### config.mk
export PLATFORM = sky130hd
export DESIGN_NAME = lfsr_prbs_engine_flat
export DESIGN_NICKNAME = d
export VERILOG_FILES = /design/src/rtl/lfsr_prbs_engine_pkg.sv /design/src/rtl/lfsr_prbs_engine_if.sv /design/src/rtl/lfsr_prbs_engine_step.sv /design/src/rtl/lfsr_prbs_engine.sv /design/src/flat_wrapper.sv
export SDC_FILE = /design/constraint.sdc
export NUM_CORES = 1
export LEC_CHECK = 0
export BUFFER_PORTS_ARGS = -buffer_cell sky130_fd_sc_hd__buf_2
export CORE_ASPECT_RATIO = 0.8
export CORE_MARGIN = 1
export CORE_UTILIZATION = 35
export CTS_CLUSTER_SIZE = 25
export DETAILED_ROUTE_END_ITERATION = 16
export PLACE_DENSITY = 0.5
export SLEW_MARGIN = 20
export SYNTH_ARGS = -nofsm -noshare
export SYNTH_HDL_FRONTEND = slang
export SYNTH_SLANG_ARGS = --single-unit
### constraint.sdc
create_clock -name clk -period 1.54 [get_ports clk]
set_input_delay 0.308 -clock clk [delete_from_list [all_inputs] [get_ports clk]]
set_output_delay 0.308 -clock clk [all_outputs]
set_load 0.02 [all_outputs]
### src/rtl/lfsr_prbs_engine_pkg.sv
// lfsr_prbs_engine_pkg: maximal-length default tap masks and parity helper
package lfsr_prbs_engine_pkg;
  function automatic logic [31:0] default_taps(input int w);
    case (w)
      3:  return 32'h0000_0006;
      4:  return 32'h0000_000C;
      5:  return 32'h0000_0014;
      6:  return 32'h0000_0030;
      7:  return 32'h0000_0060;
      8:  return 32'h0000_00B8;
      9:  return 32'h0000_0110;
      10: return 32'h0000_0240;
      11: return 32'h0000_0500;
      12: return 32'h0000_0829;
      13: return 32'h0000_100D;
      14: return 32'h0000_2015;
      15: return 32'h0000_6000;
      16: return 32'h0000_D008;
      17: return 32'h0001_2000;
      18: return 32'h0002_0400;
      19: return 32'h0004_0023;
      20: return 32'h0009_0000;
      21: return 32'h0014_0000;
      22: return 32'h0030_0000;
      23: return 32'h0042_0000;
      24: return 32'h00E1_0000;
      25: return 32'h0120_0000;
      26: return 32'h0200_0023;
      27: return 32'h0400_0013;
      28: return 32'h0900_0000;
      29: return 32'h1400_0000;
      30: return 32'h2000_0029;
      31: return 32'h4800_0000;
      32: return 32'h8020_0003;
      default: return 32'h0;
    endcase
  endfunction
  // 1 when the number of set bits is even
  function automatic logic even_parity(input logic [31:0] v);
    return ~^v;
  endfunction
endpackage

### src/rtl/lfsr_prbs_engine_if.sv
// lfsr_prbs_engine_if: control/seed inputs and PRBS status outputs
interface lfsr_prbs_engine_if #(parameter int WIDTH = 7);
  logic             en;
  logic             load;
  logic [WIDTH-1:0] seed;
  logic [WIDTH:0]   lfsr_out;
  logic             wrap;
  logic [WIDTH-1:0] period;
  logic             seed_err;
  modport master (output en, load, seed, input lfsr_out, wrap, period, seed_err);
  modport slave  (input en, load, seed, output lfsr_out, wrap, period, seed_err);
endinterface

### src/rtl/lfsr_prbs_engine_step.sv
// lfsr_step: one Fibonacci LFSR shift with XOR feedback into bit 0
module lfsr_step #(
  parameter int               WIDTH = 7,
  parameter logic [WIDTH-1:0] TAPS  = 7'b1100000
) (
  input  logic [WIDTH-1:0] cur,
  output logic [WIDTH-1:0] nxt
);
  assign nxt = {cur[WIDTH-2:0], ^(cur & TAPS)};
endmodule

### src/rtl/lfsr_prbs_engine.sv
// lfsr_prbs_engine: multi-step PRBS generator with period measurement
module lfsr_prbs_engine
  import lfsr_prbs_engine_pkg::*;
#(
  parameter int               WIDTH    = 7,
  parameter logic [WIDTH-1:0] TAPS     = 7'b1100000,
  parameter int               STEPS    = 1,
  parameter logic [WIDTH-1:0] SEED_RST = {{(WIDTH-1){1'b0}}, 1'b1}
) (
  input logic                clk,
  input logic                rst_n,
  lfsr_prbs_engine_if.slave  bus
);
  logic [WIDTH-1:0] state, ref_seed, cnt, period_q, load_val, cnt_inc;
  logic [WIDTH-1:0] chain [STEPS+1];
  logic             zero, hit, wrap_q, err_q;
  assign chain[0] = state;
  for (genvar i = 0; i < STEPS; i++) begin : g_step
    lfsr_step #(.WIDTH(WIDTH), .TAPS(TAPS)) u_step (.cur(chain[i]), .nxt(chain[i+1]));
  end
  assign zero     = bus.seed == '0;
  assign load_val = zero ? SEED_RST : bus.seed;
  assign cnt_inc  = &cnt ? cnt : cnt + 1'b1;
  // only the end-of-cycle state is compared, so intermediate steps never wrap
  assign hit      = bus.en && !bus.load && chain[STEPS] == ref_seed;
  always_ff @(posedge clk) begin
    if (!rst_n) begin
      state    <= SEED_RST;
      ref_seed <= SEED_RST;
      cnt      <= '0;
      period_q <= '0;
      wrap_q   <= 1'b0;
      err_q    <= 1'b0;
    end else begin
      state  <= bus.load ? load_val : bus.en ? chain[STEPS] : state;
      wrap_q <= hit;
      err_q  <= bus.load && zero;
      if (bus.load) begin
        ref_seed <= load_val;
        cnt      <= '0;
      end else if (hit) begin
        period_q <= cnt_inc;
        cnt      <= '0;
      end else if (bus.en) begin
        cnt <= cnt_inc;
      end
    end
  end
  assign bus.lfsr_out = {even_parity(32'(state)), state};
  assign bus.wrap     = wrap_q;
  assign bus.period   = period_q;
  assign bus.seed_err = err_q;
endmodule

### src/flat_wrapper.sv
// flat-port wrapper written by rule: the top's interface ports become plain ports
module lfsr_prbs_engine_flat import lfsr_prbs_engine_pkg::*;
#(
  parameter int               WIDTH    = 7,
  parameter logic [WIDTH-1:0] TAPS     = 7'b1100000,
  parameter int               STEPS    = 1,
  parameter logic [WIDTH-1:0] SEED_RST = {{(WIDTH-1){1'b0}}, 1'b1}
)
  (clk, rst_n, bus_en, bus_load, bus_seed, bus_lfsr_out, bus_wrap, bus_period, bus_seed_err);
  lfsr_prbs_engine_if #(.WIDTH(WIDTH)) bus_i ();
  input logic clk;
  input logic rst_n;
  input wire logic [$bits(bus_i.en)-1:0] bus_en;
  input wire logic [$bits(bus_i.load)-1:0] bus_load;
  input wire logic [$bits(bus_i.seed)-1:0] bus_seed;
  output wire logic [$bits(bus_i.lfsr_out)-1:0] bus_lfsr_out;
  output wire logic [$bits(bus_i.wrap)-1:0] bus_wrap;
  output wire logic [$bits(bus_i.period)-1:0] bus_period;
  output wire logic [$bits(bus_i.seed_err)-1:0] bus_seed_err;
  assign bus_i.en = bus_en;
  assign bus_i.load = bus_load;
  assign bus_i.seed = bus_seed;
  assign bus_lfsr_out = bus_i.lfsr_out;
  assign bus_wrap = bus_i.wrap;
  assign bus_period = bus_i.period;
  assign bus_seed_err = bus_i.seed_err;
  lfsr_prbs_engine #(.WIDTH(WIDTH), .TAPS(TAPS), .STEPS(STEPS), .SEED_RST(SEED_RST)) u_core (.clk(clk), .rst_n(rst_n), .bus(bus_i));
endmodule
==> metrics, run 1 <==
Slew Viols, Final=0; clk sinks=30; vias post-DR=1343; most frequent cells in the layout=buf_2 (26), dfxtp_1 (24), nand2_1 (22); Placed Cells=252; Ant. Diodes=0; worst-path fanout max=5; CTS buffer count=5; Worst Tran Pin Value=0.340 ns; most area-consuming cells after synthesis=dfxtp_1 (38%), xnor2_1 (7.3%), mux2i_1 (5.7%), nand2_1 (5.3%), a21oi_1 (4.8%); crit path DAT=1.28 ns; Post-Route WL=3690 µm; post-DR vias/cell=5.09; Total GRT Usage=0.157; Final nets=220; Static Leak=0.804 nW; max-cap violation count=0; Setup WS pre-CTS=0.0137 ns; VDD IR-drop max=0.500 mV; initial antenna violation count=0; hold violation count in the final report=0; Mapped Nets=179; Pwr Density=864 nW/µm²; port buffer count=27; most common cell after layout, fill and taps aside=buf_2; Core Box Area=4230 µm²; chip width=76.9 µm; Placer Congestion=0.818; root buf cell=clkbuf_8; worst r2r dst=u_core.bus.period[3]; Total Neg Setup Slack=-0.254 ns; Slew HR=0.772; number of global-route vias before repair=1129; RSZ-0062 raised after global routing=yes; CP Capture Type=output port; outcome=complete, but fails checks; area leader, netlist=dfxtp_1; largest net degree at the start of global routing=16; fin util=0.492; Post-synth EDFFs=0; Critical Path Start=u_core.state[4]; Worst Path Required=1.23 ns; synthesized area=1570 µm²; part of the cycle the worst path needs=1.03; post-detailed-route count of antenna-violating nets=0; DRC viols=0; capture point of the worst path=bus_lfsr_out[7]; Primary FF master, synth=dfxtp_1; Final Non-Filler Cells=264; DIE AREA=4760 µm²; first-pass GRT wire length=5590 µm; failing checks=negative setup slack; worst r2r src=u_core.state[6]; CTS clock-pin slew for the worst setup and hold paths=0.06 ns; final setup vio count=7; CTS tree=built; drt first pass iters=4; clock skew=0.00364 ns; Seq/Total Area, Yosys=0.383; die height=61.9 µm; Top Ports=28; startpoint types=flop; layout cells sized above 1=0.411; Final min period=1.59 ns; Unique masters post-synth=37; setup ws final=-0.0462 ns; async set-or-reset flop fraction in the synthesized netlist=0; Clock Latency Late Sink=0.27 ns; Crit Path Category=reg -> out; Seq cells post-synth=30; clk buf depth=2; r2r setup slk=-0.04 ns; Area Overhead vs Synth=32.5%; Post-Syn Instances=167; Std-Cell Rows=21; Max Fclk=630 MHz; R2R depth=6; HPWL Detailed=2700 µm; WL/cell=14.0 µm; 1st-iter DRT viols=55; share of the synthesized area in the top cell type=0.383; syn avg cell area=9.40 µm²; total grt overflow=0; worst hold path class=in -> reg; yosys warns=0; initial core utilization=0.371; Layout fillers=408; H-tree depth=2
worst max-delay path, stage by stage, from the launching register on:
cell     delay [ns]
dfxtp_4        0.38
xnor2_4        0.19
xnor2_2        0.14
xnor2_1        0.14
buf_4          0.16
sequential cells by signal (all words and copies together), names as in the netlist:
name and flops:
u_core.bus.period 7, u_core.cnt 7, u_core.ref_seed 7, u_core.state 7, u_core.bus.seed_err 1, u_core.bus.wrap 1
metal layers:
layer	global-route usage	share of wire	vias to the layer above	routed length [µm]
met4	0.0412	0.0030	0	11
met1	0.230	0.54	631	2000
li1	-	-	691	-
met3	0.0453	0.032	2	119
met2	0.224	0.42	19	1560
met5	0	0	-	0
Yosys cell counts (2+ instances only):
cell type,instances
mux2i_1,9
buf_2,4
nand3_1,6
buf_1,2
inv_1,3
nor3_1,3
and3_1,3
nor4_2,5
a21oi_1,15
or4_1,2
o211ai_1,7
dfxtp_1,30
xnor2_1,13
mux2_2,5
nor2_1,2
clkbuf_1,5
xor2_1,2
nand4_1,3
o21ai_0,8
nand4_4,2
nand2_1,22
power by group:
part           total, mW  switching, mW  internal [mW]  leakage (nW)
clock network      0.612          0.268          0.344        0.0431
registers          0.830         0.0301          0.800         0.248
logic              0.354          0.184          0.170         0.512
cell families after synthesis:
kind of cell             Yosys count  synth area share
AND/OR/NAND/NOR                   54             0.227
flip-flops                        30             0.383
adder cells (fa/ha/maj)            1           0.00797
buffers and inverters             15            0.0494
XOR/XNOR                          16            0.0989
multiplexers                      14            0.0933
AO/OA/AOI/OAI                     37             0.140
cell type report:
type | count | area [µm²] | share of cell area
multi-input cells | 122 | 1000 | 0.481
flip-flops and latches | 30 | 621 | 0.298
repair buffers | 46 | 293 | 0.141
clock buffers | 6 | 82.6 | 0.0397
well taps | 57 | 71.3 | 0.0343
inverters | 3 | 11.3 | 0.00542
per-stage QoR:
| step | power [mW] | hold slack, ns | instance area [µm²] |
|---|---|---|---|
| floorplan | 1.04 | 0.385 | 1570 |
| global placement | 1.14 | 0.441 | 1820 |
| detailed placement | 1.14 | 0.444 | 1820 |
| CTS | 1.80 | 0.232 | 2010 |
| global route | 1.89 | 0.236 | 2080 |
| finish | 1.80 | 0.237 | 2080 |
worst min path at each step:
stage          slack (ns)              endpoint  depth (start not counted)                  from
2_1_floorplan        0.38   u_core.bus.seed_err                          1           bus_seed[3]
3_3_place_gp         0.44  u_core.bus.period[3]                          2  u_core.bus.period[3]
3_5_place_dp         0.44  u_core.bus.period[2]                          2  u_core.bus.period[2]
4_1_cts              0.23   u_core.bus.seed_err                          2           bus_seed[3]
5_1_grt              0.24   u_core.bus.seed_err                          2           bus_seed[3]
6_report             0.24   u_core.bus.seed_err                          2           bus_seed[3]
what timing repair did:
item	in CTS	in global routing
pin swaps	6	5
endpoints found under the setup margin	2	11
resized for setup	18	9
setup buffers	4	2
endpoints found under the hold margin	0	0
hold buffers	0	0
No activity file was read; power rests on OpenSTA's default activity.
==> inputs of run 2 (changes only) <==
--- a/config.mk
+++ b/config.mk
@@ -15,4 +15,5 @@
 export SLEW_MARGIN = 20
 export SYNTH_ARGS = -nofsm -noshare
 export SYNTH_HDL_FRONTEND = slang
+export SYNTH_HIERARCHICAL = 1
 export SYNTH_SLANG_ARGS = --single-unit
==> run 2 against run 1 <==
Combinational power increased by 21%. Clock skew grew 0.0013 ns. Non-clock buffer count up 15. Area after synthesis is 1.3% higher. The flow still finishes with violations (negative setup slack). Global-route usage is 2.8 points higher. Synthesized cell count up 9.0%. Cell area increased by 5.6%. Largest power group unchanged. Worst hold slack improved by 0.064 ns. Wire length increased by 12%. Count of clock-buffer cells in the layout rose by 1. Sequential power barely moved. Flip-flop and latch count did not move.
==> metrics, run 2 <==
drt first pass iters=4 (unchanged); layout cells sized above 1=0.454 (was 0.411); Seq cells post-synth=30 (unchanged); root buf cell=clkbuf_8 (unchanged); clk buf depth=2 (unchanged); 1st-iter DRT viols=67 (was 55); CTS clock-pin slew for the worst setup and hold paths=0.06 ns (about the same); worst hold path class=in -> reg (unchanged); Ant. Diodes=0 (unchanged); H-tree depth=2 (unchanged); Total Neg Setup Slack=-1.77 ns (was -0.254 ns); r2r setup slk=-0.15 ns (was -0.04 ns); Final min period=1.69 ns (was 1.59 ns); Area Overhead vs Synth=38.2% (was 32.5%); die height=62.3 µm (was 61.9 µm); Hold-fix buffers, CTS=0 (unchanged); share of the synthesized area in the top cell type=0.378 (was 0.383); hold violation count in the final report=0 (unchanged); worst-path fanout max=8 (was 5); outcome=complete, but fails checks (unchanged); post-DR vias/cell=5.13 (was 5.09); chip width=77.3 µm (was 76.9 µm); clock share of power=0.343 (was 0.341); Slew HR=0.750 (was 0.772); RSZ-0062 raised after global routing=yes (unchanged); Placed Cells=276 (was 252); most area-consuming cells after synthesis=dfxtp_1 (38%), a21oi_1 (6.9%), buf_4 (6.6%), xor2_1 (6.1%), nand2_1 (5.0%) (was dfxtp_1 (38%), xnor2_1 (7.3%), mux2i_1 (5.7%), nand2_1 (5.3%), a21oi_1 (4.8%)); Final nets=240 (was 220); area leader, netlist=dfxtp_1 (unchanged); crit-path cells=buf_4, xor2_2, or4_4, buf_6, nor2_4, nor3_1 (was xnor2_4, xnor2_2, xnor2_1, buf_4); WL/cell=14.5 µm (was 14.0 µm); Combinational Power Share=0.224 (was 0.197); yosys warns=6 (was 0); final setup vio count=15 (was 7); WHS Path Cells=4 (was 2); Total GRT Usage=0.186 (was 0.157); CP Capture Type=flop (was output port); DRC viols=0 (unchanged); total grt overflow=0 (unchanged); clock skew=0.00494 ns (was 0.00364 ns); Post-synth EDFFs=0 (unchanged); clk sinks=30 (unchanged); NetSw=546 µW (was 482 µW); failing checks=negative setup slack (unchanged); first-pass GRT wire length=6960 µm (was 5590 µm); crit path max-delay cell type=or4_4 (was dfxtp_4); Top Ports=28 (unchanged); Clock Latency Late Sink=0.28 ns (was 0.27 ns); synthesized area=1590 µm² (was 1570 µm²); crit path DAT=1.85 ns (was 1.28 ns); worst hold endpoint=u_core/bus.seed_err (was u_core.bus.seed_err); Std-Cell Rows=21 (unchanged); Max Fclk=591 MHz (was 630 MHz); VDD IR-drop max=0.521 mV (was 0.500 mV); Crit Path Category=reg -> reg (was reg -> out); Seq/Total Area, Yosys=0.378 (was 0.383); Placer Congestion=0.792 (was 0.818); Worst Path Required=1.70 ns (was 1.23 ns); Slew Viols, Final=0 (unchanged); startpoint types=flop (unchanged); initial antenna violation count=0 (unchanged); Static Leak=0.909 nW (was 0.804 nW); most common cell in the synthesized netlist=dfxtp_1 (unchanged); slowest stage delay, CP=0.49 ns (was 0.38 ns); Post-Syn Instances=182 (was 167); Final Cell Area=2200 µm² (was 2080 µm²); Worst Tran Pin Value=0.373 ns (was 0.340 ns); DIE AREA=4820 µm² (was 4760 µm²); async set-or-reset flop fraction in the synthesized netlist=0 (unchanged); largest net degree at the start of global routing=21 (was 16); Critical Path Start=u_core/state[5] (was u_core.state[4]); Final Non-Filler Cells=286 (was 264); sequential share of power=0.432 (was 0.462); max-cap violation count=0 (unchanged); Post-Route WL=4150 µm (was 3690 µm); HPWL Detailed=3100 µm (was 2700 µm); Mapped Nets=194 (was 179); most common cell after layout, fill and taps aside=buf_4 (was buf_2); initial core utilization=0.373 (was 0.371); Setup WS pre-CTS=-0.133 ns (was 0.0137 ns); Primary FF master, synth=dfxtp_1 (unchanged); fin util=0.516 (was 0.492); Core Box Area=4260 µm² (was 4230 µm²); cell-internal power=1.37 mW (was 1.31 mW); worst hold start=bus_seed[3] (unchanged); CTS buffer count=5 (unchanged); most frequent cells in the layout=buf_4 (31), buf_2 (26), dfxtp_1 (24) (was buf_2 (26), dfxtp_1 (24), nand2_1 (22)); part of the cycle the worst path needs=1.10 (was 1.03); Placed Area=1910 µm² (was 1820 µm²); port buffer count=27 (unchanged); Pwr Density=872 nW/µm² (was 864 nW/µm²); R2R depth=6 (unchanged); post-detailed-route count of antenna-violating nets=0 (unchanged); leading cell types by count after synthesis=dfxtp_1 (30), a21oi_1 (22), nand2_1 (21) (was dfxtp_1 (30), nand2_1 (22), a21oi_1 (15)); worst r2r src=u_core/state[5] (was u_core.state[6]); vias post-DR=1466 (was 1343); CTS tree=built (unchanged); Net Sw Frac=0.285 (was 0.268); number of global-route vias before repair=1469 (was 1129); setup ws final=-0.153 ns (was -0.0462 ns); Unique masters post-synth=37 (unchanged); worst r2r dst=u_core/cnt[4] (was u_core.bus.period[3]); syn avg cell area=8.73 µm² (was 9.40 µm²)
run 2: logic make-up (layout without fill, tap and decap cells):
group           after synthesis  in the layout  share of synthesized area
compound gates               45             45                      0.167
flops                        30             30                      0.378
fa+ha+maj                     1              1                    0.00787
mux                           8              8                     0.0551
simple gates                 57             57                      0.201
xor+xnor                     16             16                     0.0882
buf+inv                      25             72                      0.103
run 2: per-stage QoR:
stage               power (mW)  hold WS (ns)
floorplan                 1.08         0.448
global placement          1.18         0.463
detailed placement        1.19         0.469
CTS                       1.85         0.299
global route              2.01         0.315
finish                    1.92         0.301
run 2: critical path: cells and delay by family (launching register included):
kind	cells	cell delay, ns
flip-flops	1	0.36
buffers and inverters	2	0.30
AND/OR/NAND/NOR	3	0.76
XOR/XNOR	1	0.15
run 2: worst max-delay path by stage:
| stage | cells past startpoint | endpoint | slack, ns |
|---|---|---|---|
| after global routing | 5 | bus_lfsr_out[7] | -0.20 |
| after CTS | 5 | bus_lfsr_out[7] | -0.18 |
| final | 6 | u_core/cnt[4] | -0.15 |
| after detailed placement | 6 | u_core/cnt[4] | -0.13 |
| after floorplan | 6 | u_core/bus.period[6] | -0.13 |
| after global placement | 7 | u_core/bus.period[4] | -0.14 |
run 2: per-layer routing:
metal	routed length, µm	GRT usage
met5	0	0
met4	65	0.0708
met3	239	0.0353
met2	1640	0.263
met1	2200	0.274
run 2: layout make-up:
cell class,instances,area (µm²)
Clock buffer,7,86.3
Clock inverter,1,5.00
Timing Repair Buffer,61,408
Inverter,3,11.3
Multi-Input combinational cell,127,1000
Fill cell,407,2060
Sequential cell,30,613
Tap cell,57,71.3
run 2: what timing repair did:
action	CTS	global route
setup endpoints to repair	15	16
pin swaps	2	12
setup buffers	2	0
gates resized for setup	4	27
run 2: power by group through the flow:
stage / clock network, mW / logic [mW] / registers (mW)
4_1_cts: 0.664 / 0.355 / 0.827
3_5_place_dp: 0 / 0.345 / 0.842
5_1_grt: 0.716 / 0.461 / 0.831
2_1_floorplan: 0 / 0.239 / 0.843
6_report: 0.657 / 0.430 / 0.829
3_3_place_gp: 0 / 0.341 / 0.841
==> inputs of run 3 (changes only) <==
--- a/config.mk
+++ b/config.mk
@@ -5,13 +5,15 @@
 export SDC_FILE = /design/constraint.sdc
 export NUM_CORES = 1
 export LEC_CHECK = 0
+export ABC_AREA = 1
 export BUFFER_PORTS_ARGS = -buffer_cell sky130_fd_sc_hd__buf_2
+export CAP_MARGIN = 20
 export CORE_ASPECT_RATIO = 0.8
 export CORE_MARGIN = 1
-export CORE_UTILIZATION = 35
+export CORE_UTILIZATION = 55
 export CTS_CLUSTER_SIZE = 25
 export DETAILED_ROUTE_END_ITERATION = 16
-export PLACE_DENSITY = 0.5
+export PLACE_DENSITY = 0.74
 export SLEW_MARGIN = 20
 export SYNTH_ARGS = -nofsm -noshare
 export SYNTH_HDL_FRONTEND = slang
==> run 3 against run 2 <==
The run still ends with negative setup slack left. First-iteration DRC count up 110%. Global-route usage is 7.8 points higher. Clock skew grew 0.0034 ns. Fmax is 6.0% higher. Count of clock-buffer cells in the layout down 1. Cell area down 5.9%. Non-clock buffer count shrank 20. Worst hold slack lost 0.083 ns. Wire length shrank 7.7%. Flip-flop and latch count stayed put. Core utilization up 21 points. Critical path type is now reg -> out. Largest power group unchanged.
==> metrics, run 3 <==
Worst Tran Pin Value=0.296 ns (was 0.373 ns); Combinational Power Share=0.173 (was 0.224); part of the cycle the worst path needs=1.04 (was 1.10); most common cell after layout, fill and taps aside=nand2_1 (was buf_4); crit path DAT=1.29 ns (was 1.85 ns); r2r setup slk=0.14 ns (was -0.15 ns); worst hold start=bus_seed[0] (was bus_seed[3]); first-pass GRT wire length=6390 µm (was 6960 µm); die height=51.5 µm (was 62.3 µm); worst r2r dst=u_core/cnt[0] (was u_core/cnt[4]); Worst Path Required=1.23 ns (was 1.70 ns); Slew HR=0.803 (was 0.750); 1st-iter DRT viols=139 (was 67); async set-or-reset flop fraction in the synthesized netlist=0 (unchanged); Clock Latency Late Sink=0.28 ns (about the same); worst r2r src=u_core/cnt[0] (was u_core/state[5]); post-detailed-route count of antenna-violating nets=0 (unchanged); Mapped Nets=277 (was 194); Top Ports=28 (unchanged); clk buf depth=2 (unchanged); most area-consuming cells after synthesis=dfxtp_1 (36%), nand2_1 (20%), inv_1 (8.9%), nor2_1 (8.0%), buf_4 (5.8%) (was dfxtp_1 (38%), a21oi_1 (6.9%), buf_4 (6.6%), xor2_1 (6.1%), nand2_1 (5.0%)); Area Overhead vs Synth=22.6% (was 38.2%); Slew Viols, Final=0 (unchanged); Pwr Density=955 nW/µm² (was 872 nW/µm²); initial core utilization=0.596 (was 0.373); post-DR vias/cell=4.84 (was 5.13); CTS tree=built (unchanged); Total GRT Usage=0.264 (was 0.186); synthesized area=1690 µm² (was 1590 µm²); worst hold path class=in -> reg (unchanged); total grt overflow=0 (unchanged); Ant. Diodes=0 (unchanged); R2R depth=8 (was 6); area leader, netlist=dfxtp_1 (unchanged); startpoint types=flop (unchanged); clock skew=0.00829 ns (was 0.00494 ns); syn avg cell area=6.36 µm² (was 8.73 µm²); Net Sw Frac=0.262 (was 0.285); CTS clock-pin slew for the worst setup and hold paths=0.07 ns (was 0.06 ns); clock share of power=0.408 (was 0.343); Primary FF master, synth=dfxtp_1 (unchanged); drt first pass iters=4 (unchanged); clk sinks=30 (unchanged); Post-Syn Instances=265 (was 182); Total Neg Setup Slack=-0.0573 ns (was -1.77 ns); hold_ws=0.218 ns (was 0.301 ns); initial antenna violation count=0 (unchanged); DIE AREA=3290 µm² (was 4820 µm²); most common cell in the synthesized netlist=nand2_1 (was dfxtp_1); CP Capture Type=output port (was flop); Std-Cell Rows=17 (was 21); share of the synthesized area in the top cell type=0.356 (was 0.378); Seq/Total Area, Yosys=0.356 (was 0.378); CTS buffer count=5 (unchanged); WHS Path Cells=2 (was 4); hold violation count in the final report=0 (unchanged); HPWL Detailed=2660 µm (was 3100 µm); max-cap violation count=0 (unchanged); number of global-route vias before repair=1407 (was 1469); failing checks=negative setup slack (unchanged); NetSw=516 µW (was 546 µW); Static Leak=1.05 nW (was 0.909 nW); cell-internal power=1.46 mW (was 1.37 mW); WL/cell=11.4 µm (was 14.5 µm); Unique masters post-synth=26 (was 37); VDD IR-drop max=0.599 mV (was 0.521 mV); Seq cells post-synth=30 (unchanged); Max Fclk=626 MHz (was 591 MHz); vias post-DR=1621 (was 1466); Final min period=1.60 ns (was 1.69 ns); yosys warns=6 (unchanged); Placer Congestion=0.846 (was 0.792); Hold-fix buffers, CTS=0 (unchanged); Core Box Area=2830 µm² (was 4260 µm²); setup ws final=-0.0573 ns (was -0.153 ns); Final nets=309 (was 240); leading cell types by count after synthesis=nand2_1 (88), inv_1 (40), nor2_1 (36) (was dfxtp_1 (30), a21oi_1 (22), nand2_1 (21)); most frequent cells in the layout=nand2_1 (86), inv_1 (40), nor2_1 (35) (was buf_4 (31), buf_2 (26), dfxtp_1 (24)); DRC viols=0 (unchanged); Post-Route WL=3830 µm (was 4150 µm); largest net degree at the start of global routing=15 (was 21); H-tree depth=2 (unchanged); worst hold endpoint=u_core/bus.seed_err (unchanged); Post-synth EDFFs=0 (unchanged); outcome=complete, but fails checks (unchanged); layout cells sized above 1=0.246 (was 0.454); root buf cell=clkbuf_8 (unchanged); worst-path fanout max=6 (was 8); chip width=63.9 µm (was 77.3 µm); Crit Path Category=reg -> out (was reg -> reg); final setup vio count=1 (was 15); sequential share of power=0.419 (was 0.432); RSZ-0062 raised after global routing=yes (unchanged); port buffer count=27 (unchanged)
run 3: cell types whose count changed in the layout (fill, tap and decap cells not counted), moves of 5 or more:
cell / change
nor2_1: +34
a21oi_1: -15
o22ai_1: +6
nand3_1: +5
nor3_1: -8
nand2_1: +65
inv_1: +37
mux2_2: -6
buf_4: -16
run 3: worst max-delay path by stage:
stage / from / cells past startpoint / slack, ns / to
global placement: u_core/state[5] / 11 / 0.09 / u_core/cnt[4]
finish: u_core/state[3] / 4 / -0.06 / bus_lfsr_out[7]
CTS: u_core/state[4] / 4 / -0.07 / bus_lfsr_out[7]
global route: u_core/state[3] / 4 / -0.10 / bus_lfsr_out[7]
detailed placement: u_core/state[5] / 11 / 0.04 / u_core/cnt[4]
floorplan: u_core/state[5] / 3 / 0.19 / bus_lfsr_out[7]
run 3: power groups by stage:
stage / Sequential, mW / Clock, mW / Combinational, mW
finish: 0.827 / 0.805 / 0.341
global route: 0.830 / 0.861 / 0.375
CTS: 0.827 / 0.816 / 0.308
detailed placement: 0.846 / 0 / 0.282
global placement: 0.845 / 0 / 0.281
floorplan: 0.843 / 0 / 0.223
run 3: stage by stage:
stage,area (µm²),setup WS [ns],util,power [mW],cells
floorplan,1690,0.193,-,1.07,265
global placement,1810,0.0930,0.641,1.13,323
detailed placement,1810,0.0382,0.641,1.13,323
CTS,1990,-0.0705,0.705,1.95,333
global route,2070,-0.103,0.731,2.07,335
finish,2070,-0.0573,0.731,1.97,335
run 3: metal layers:
layer | track usage | up-vias | routed length, µm
met5 | 0 | - | 0
met1 | 0.367 | 701 | 1900
met4 | 0.0909 | 0 | 41
li1 | - | 856 | -
met3 | 0.0768 | 5 | 344
met2 | 0.388 | 59 | 1550
run 3: cells by family (layout without fill, tap and decap cells):
group / count (synthesis) / count (layout) / share of synthesized area
adders and majority gates: 1 / 1 / 0.00742
xor gates and xnor gates: 6 / 6 / 0.0312
DFF: 30 / 30 / 0.356
AOI/OAI and AO/OA: 24 / 24 / 0.0816
buffers and inverters: 60 / 91 / 0.174
and+or+nand+nor: 144 / 145 / 0.349
run 3: what timing repair did:
item,in CTS,in global routing
endpoints found under the setup margin,1,13
buffers inserted,3,1
gates cloned,0,1
pin swaps,5,0
resized for setup,13,15
run 3: critical path, stage by stage, from the launching register on:
cell     delay (ns)
dfxtp_4        0.38
xnor2_4        0.15
xnor2_2        0.19
xnor2_1        0.14
buf_4          0.16
run 3: area by class of cell:
cell class	instances	area (µm²)
timing repair buffer	41	243
inverter	43	164
sequential	30	624
fill	226	762
multi-input combinational	176	876
clock buffer	6	82.6
clock inverter	1	30.0
tap	38	47.5
